<file path="src/rtl/imm_pkg.sv">
// rtl/imm_pkg.sv - LEGv8 immediate format codes and opcode match constants
package imm_pkg;

    localparam int FMT_W = 3;

    typedef enum logic [FMT_W-1:0] {
        FMT_NONE = 3'd0,
        FMT_B    = 3'd1,
        FMT_CB   = 3'd2,
        FMT_D    = 3'd3,
        FMT_I    = 3'd4,
        FMT_IM   = 3'd5
    } fmt_t;

    localparam logic [4:0] OP_B      = 5'b00101;     // instruction[30:26]
    localparam logic [6:0] OP_CBZ    = 7'b1011010;   // instruction[31:25]
    localparam logic [7:0] OP_BCOND  = 8'h54;        // instruction[31:24]
    localparam logic [7:0] OP_D      = 8'hF8;        // instruction[31:24]
    localparam logic [4:0] OP_I_ARI  = 5'b10001;     // instruction[28:24]
    localparam logic [5:0] OP_I_LOG  = 6'b100100;    // instruction[28:23]
    localparam logic [7:0] OP_IM     = 8'b10100101;  // instruction[30:23]

endpackage

</file>
<file path="src/rtl/imm_decode.sv">
// rtl/imm_decode.sv - combinational format classify and immediate extend
module imm_decode
    import imm_pkg::*;
#(
    parameter int DATA_W   = 64,
    parameter bit BR_SHIFT = 1'b1
) (
    input  logic [31:0]       instruction,
    output logic [DATA_W-1:0] imm,
    output fmt_t              fmt,
    output logic              err
);

    localparam int         BR_SH = BR_SHIFT ? 2 : 0;
    localparam logic [6:0] DW7   = 7'(DATA_W);

    logic [DATA_W-1:0] b_ext;
    logic [DATA_W-1:0] cb_ext;
    logic [DATA_W-1:0] d_ext;
    logic [DATA_W-1:0] i_ext;
    logic [DATA_W-1:0] im_ext;
    logic [5:0]        im_sh;
    logic              im_ok;

    assign b_ext  = {{(DATA_W-26){instruction[25]}}, instruction[25:0]} << BR_SH;
    assign cb_ext = {{(DATA_W-19){instruction[23]}}, instruction[23:5]} << BR_SH;
    assign d_ext  = {{(DATA_W-9){instruction[20]}}, instruction[20:12]};
    assign i_ext  = {{(DATA_W-12){1'b0}}, instruction[21:10]};
    assign im_sh  = {instruction[22:21], 4'b0000};
    assign im_ext = {{(DATA_W-16){1'b0}}, instruction[20:5]} << im_sh;
    // a half-word slot that lies wholly above DATA_W cannot hold the immediate
    assign im_ok  = {1'b0, im_sh} < DW7;

    always_comb begin
        imm = '0;
        fmt = FMT_NONE;
        err = 1'b0;
        if (instruction[30:26] == OP_B) begin
            fmt = FMT_B;
            imm = b_ext;
        end else if (instruction[31:25] == OP_CBZ || instruction[31:24] == OP_BCOND) begin
            fmt = FMT_CB;
            imm = cb_ext;
        end else if (instruction[31:24] == OP_D && !instruction[21]) begin
            fmt = FMT_D;
            imm = d_ext;
        end else if (instruction[31] &&
                     (instruction[28:24] == OP_I_ARI || instruction[28:23] == OP_I_LOG)) begin
            fmt = FMT_I;
            imm = i_ext;
        end else if (instruction[31] && instruction[30:23] == OP_IM) begin
            fmt = FMT_IM;
            if (im_ok) begin
                imm = im_ext;
            end else begin
                err = 1'b1;
            end
        end else begin
            err = 1'b1;
        end
    end

endmodule

</file>
<file path="src/rtl/imm_gen.sv">
// rtl/imm_gen.sv - two-stage valid/ready immediate generator with flush
module imm_gen
    import imm_pkg::*;
#(
    parameter int DATA_W   = 64,
    parameter bit BR_SHIFT = 1'b1
) (
    input  logic              clock,
    input  logic              reset_n,
    input  logic              flush,
    input  logic              in_valid,
    output logic              in_ready,
    input  logic [31:0]       instruction,
    output logic              out_valid,
    input  logic              out_ready,
    output logic [DATA_W-1:0] imm,
    output logic [FMT_W-1:0]  fmt,
    output logic              err
);

    logic              s1_valid;
    logic [31:0]       s1_instr;
    logic              s2_valid;
    logic [DATA_W-1:0] s2_imm;
    fmt_t              s2_fmt;
    logic              s2_err;

    logic [DATA_W-1:0] dec_imm;
    fmt_t              dec_fmt;
    logic              dec_err;
    logic              s2_adv;
    logic              accept;

    imm_decode #(
        .DATA_W   (DATA_W),
        .BR_SHIFT (BR_SHIFT)
    ) u_decode (
        .instruction (s1_instr),
        .imm         (dec_imm),
        .fmt         (dec_fmt),
        .err         (dec_err)
    );

    assign s2_adv   = !s2_valid || out_ready;
    assign in_ready = !flush && (!s1_valid || s2_adv);
    assign accept   = in_valid && in_ready;

    always_ff @(posedge clock or negedge reset_n) begin
        if (!reset_n) begin
            s1_valid <= 1'b0;
            s1_instr <= '0;
            s2_valid <= 1'b0;
            s2_imm   <= '0;
            s2_fmt   <= FMT_NONE;
            s2_err   <= 1'b0;
        end else if (flush) begin
            s1_valid <= 1'b0;
            s2_valid <= 1'b0;
        end else begin
            if (s2_adv) begin
                s2_valid <= s1_valid;
                s2_imm   <= dec_imm;
                s2_fmt   <= dec_fmt;
                s2_err   <= dec_err;
            end
            if (accept) begin
                s1_valid <= 1'b1;
                s1_instr <= instruction;
            end else if (s2_adv) begin
                s1_valid <= 1'b0;
            end
        end
    end

    // stale S2 contents after a flush or drain must never be visible
    assign out_valid = s2_valid;
    assign imm       = s2_valid ? s2_imm : '0;
    assign fmt       = s2_valid ? s2_fmt : FMT_NONE;
    assign err       = s2_valid && s2_err;

endmodule

</file>
<file path="config.mk">
export PLATFORM = sky130hd
export DESIGN_NAME = imm_gen
export DESIGN_NICKNAME = d
export VERILOG_FILES = /design/src/rtl/imm_pkg.sv /design/src/rtl/imm_decode.sv /design/src/rtl/imm_gen.sv
export SDC_FILE = /design/constraint.sdc
export NUM_CORES = 1
export LEC_CHECK = 0
export BUFFER_PORTS_ARGS = -buffer_cell sky130_fd_sc_hd__buf_4
export CAP_MARGIN = 20
export CORE_AREA = 8 8 95 119
export CTS_BUF_LIST = sky130_fd_sc_hd__clkbuf_4 sky130_fd_sc_hd__clkbuf_8 sky130_fd_sc_hd__clkbuf_16
export DETAILED_ROUTE_END_ITERATION = 8
export DIE_AREA = 0 0 103 127
export MAX_ROUTING_LAYER = met4
export PLACE_DENSITY = 0.91
export SETUP_SLACK_MARGIN = 0.02
export SLEW_MARGIN = 20
export SYNTH_ARGS = -nofsm -noshare
export SYNTH_HDL_FRONTEND = slang
export SYNTH_SLANG_ARGS = --single-unit
</file>
<file path="constraint.sdc">
create_clock -name clock -period 2.9 [get_ports clock]
set_input_delay 0.145 -clock clock [delete_from_list [all_inputs] [get_ports clock]]
set_output_delay 0.145 -clock clock [all_outputs]
set_load 0.01 [all_outputs]
</file>
==> metrics.sh <==
FLOORPLAN.IO_PINS=107
FP.COREAREA_UM2=9410
VIAS_AFTER_DETAILED_ROUTING=4232
CP_SLOWEST_STAGE_DELAY_NS=0.79
GR-TOTAL-OVERFLOW=0
DIE_SPAN_Y_UM=127
WORST_CLOCK_SKEW_NS=0.00492
YOSYS.CELL_TYPES.COUNT=48
WORSTPATHCELLLIST='or3b_1 > or3_4 > nor3_2 > a221o_1'
DETAIL_ROUTE.DRC_VIOLATIONS=0
PATH_CLASS='reg2reg'
POST-ROUTE-MIN-PERIOD_NS=2.59
GRT_RESOURCE_USAGE_TOTAL_PCT=22.9
FINAL_MAX_SLEW_VIOL_COUNT=0
GLOBALPLACE.CONGESTION=0.904
POSTSYNTHAREAPERCELL_UM2=10.9
ROOT_BUFFER='sky130_fd_sc_hd__clkbuf_16'
N_ANTENNA_CELL=0
POSTPLACECELLAREA_UM2=5950
WIRE_LENGTH_OF_THE_FIRST_GLOBAL_ROUTING_PASS_MM=22.6
POSTSYNTH.ASYNCRESETSHARE_PCT=100
MAX-SLEW-MARGIN-REL_PCT=35.2
POST_CTS_SETUP_BUFS=0
POSTSYNTHNETCOUNT=504
ARRIVAL_NS=2.87
FIN_TNS_SETUP_NS=0
DIEAREA_UM2=13100
AREA_DELTA_SYNTH_FINAL_PCT=23.4
TIMING.FINAL.HOLD_VIOLATIONS=0
SYNTH_SEQ_AREA_SHARE_PCT=50.3
CLKSLEWWORSTSETUPHOLDPATHS_NS=0.06
FLOORPLAN.DIE.WIDTH_UM=103
SYN-INSTANCE-COUNT=467
CTS_NUM_SINKS=102
VIAS_PER_CELL=6.18
RSZ0062_AT_GRT='false'
YS_DOMINANT_REG_CELL='sky130_fd_sc_hd__dfrtp_1'
WORSTSETUPSTARTPOINTTYPE='flip-flop'
SYN-CELL-AREA_UM2=5080
IR_DROP_V=0.000362
DRTANTENNAVIOLNETS=0
CLOCK_TREE_FROM_TRITONCTS='done'
CP-END-KIND='flip-flop'
STD_CELL_ROWS=40
ACTUAL_TRANSITION_AT_THE_WORST_MAX_TRANSITION_PIN_NS=0.967
DRTITER0DRC=414
CLK_PATH_BUF_DEPTH=2
CLKLATENCYLATEPIN_NS=0.35
NUM-NETS-FINAL=591
WORST_PATH_MAX_DELAY_CELL='sky130_fd_sc_hd__nor3_2'
VIA_COUNT_OF_THE_FIRST_GLOBAL_ROUTING_PASS=4185
SYNTH-SEQ-CELLS=102
SYNTH-EDFF-COUNT=0
GRT_MAX_DEGREE=49
MULTI_INPUT_LOGIC_AREA_UM2=2320
ANTENNA_VIOLATIONS_BEFORE_REPAIR=0
TIMING.FINAL.SETUP_VIOLATIONS=0
WORSTPATHMAXFANOUT=16
BUFFER_PORTS.INSERTED=106
CTS_HTREE_LEVELS=3
POWER_LEAKAGE_uW=0.00284
POWER_PER_CELL_AREA_nW_PER_UM2=559
DESIGN_AREA_UM2=6260
MAX_FREQ_MHz=386
CTS-BUFFERS-INSERTED=9
POST_DETAILED_ROUTE_WIRELENGTH_PER_CELL_UM=21.0
AREA_USED_BY_SEQUENTIAL_LOGIC_IN_THE_LAYOUT_UM2=2550
DETAIL_ROUTE.WIRELENGTH_MM=14.4
TIMING.MAX_CAP.VIOLATIONS=0
FINALCRITPERIODSHARE_PCT=89.4
DR.PASS1.ITERS=5
HOLD-WORST-SLACK_NS=0.0225
INITIAL_UTILIZATION_PCT=53.9
HOLD_PATH.CLASS='in2reg'
TIMING.CRITICAL_PATH.REQUIRED_NS=3.18
DPL.HPWL_MM=10.2
FILL_CELLS=749
YS_WARN_COUNT=0
LAYOUT-DRIVE-GT1-SHARE_PCT=33.1
RUN_STATUS='finished, final reports clean'
-- area by class of cell --
class / instances / share of cell area, %
tap: 126 / 2.52
inverter: 2 / 0.120
clock buffer: 12 / 4.16
clock inverter: 4 / 0.719
timing repair buffer: 122 / 14.7
multi-input combinational: 317 / 37.1
sequential: 102 / 40.8
-- metal layers --
layer | up-vias | share of wire [%] | global-route usage, %
met1 | 2078 | 40 | 28.7
met2 | 198 | 50 | 35.5
li1 | 1915 | - | -
met5 | - | 0 | -
met3 | 41 | 7.1 | 4.18
met4 | 0 | 2.7 | 9.48
-- worst max-delay path, delay by kind of cell (launching register included) --
family           cells  cell delay, ns
AO/OA/AOI/OAI        1            0.28
flip-flops           1            0.41
AND/OR/NAND/NOR      3            1.83
-- stage by stage --
step | setup slack, ns | instances | power [µW] | util [%]
detailed placement | 0.349 | 668 | 2290 | 63.2
finish | 0.307 | 685 | 3500 | 66.6
global placement | 0.477 | 668 | 2260 | 63.2
floorplan | 0.816 | 467 | 2030 | -
CTS | 0.337 | 685 | 3500 | 66.6
global route | 0.183 | 685 | 3620 | 66.6
-- sequential cells by signal, indices dropped and copies added (netlist names) --
signal and cells:
s2_imm 64, s2_err 1, s2_fmt 3, s1_instr 32
out_valid 1, s1_valid 1
-- Yosys cell counts (all sizes together) (3+ instances only) --
cell type	number	area share, %
dfrtp	102	50
and2	68	8.4
nor2	39	2.9
a221o	37	7.5
clkbuf	32	2.4
mux2	32	7.1
nand2	17	1.3
nor3	17	1.8
a211oi	15	2.2
a221oi	15	2.6
buf	14	1.5
a22oi	10	1.5
o32ai	7	1.2
a31oi	5	0.62
nand2b	5	0.62
a21oi	4	0.39
o21ai	4	0.39
or3	4	0.59
and4	3	0.52
nand3	3	0.30
nor4	3	0.37
nor4b	3	1.1
o211ai	3	0.44
o22ai	3	0.37
o31ai	3	0.44
or3b	3	0.52
-- kinds of logic after synthesis --
group                  after synthesis  share of synthesized area (%)
and+or+nand+nor                    174                           19.7
DFF                                102                           50.3
buffers and inverters               48                           4.04
muxes                               32                           7.10
AOI/OAI and AO/OA                  111                           18.9
-- placed cells by master (no fill, tap or decap), drive strengths merged, types with 4 or more instances in the layout --
cell type  Yosys  final
mux2          32     32
clkbuf        32     12
nor2          39     39
a21oi          4      4
o21ai          4      4
buf           14    121
a221oi        15     15
nand2b         5      5
a211oi        15     15
a22oi         10     10
or3            4      4
a31oi          5      5
a221o         37     37
nor3          17     17
nand2         17     17
dfrtp        102    102
and2          68     68
o32ai          7      7
-- timing repair --
item                                   4_1_cts  5_1_grt
hold buffers                                 1        0
endpoints found under the hold margin       43        0
gates resized for setup                      0        0
-- final timing paths --
| check | from | cells after the start | slack [ns] | to |
|---|---|---|---|---|
| setup / recovery | s1_instr[27] | 4 | 0.31 | s2_imm[57] |
| hold / removal | flush | 2 | 0.02 | s1_valid |
| setup reg to reg | s1_instr[27] | 4 | 0.31 | s2_imm[57] |
| hold reg to reg | s2_err | 2 | 0.50 | s2_err |
| max in group asynchronous | reset_n | 3 | 1.73 | s2_imm[45] |
| min in group asynchronous | reset_n | 2 | 0.34 | s1_instr[8] |
-- report_power, final --
part	total [µW]	internal, µW	switching [µW]
clock network	1230	721	507
logic	467	237	230
registers	1810	1570	231
total	3500	2530	968
Note: power is estimated with default switching activity, not from simulation.
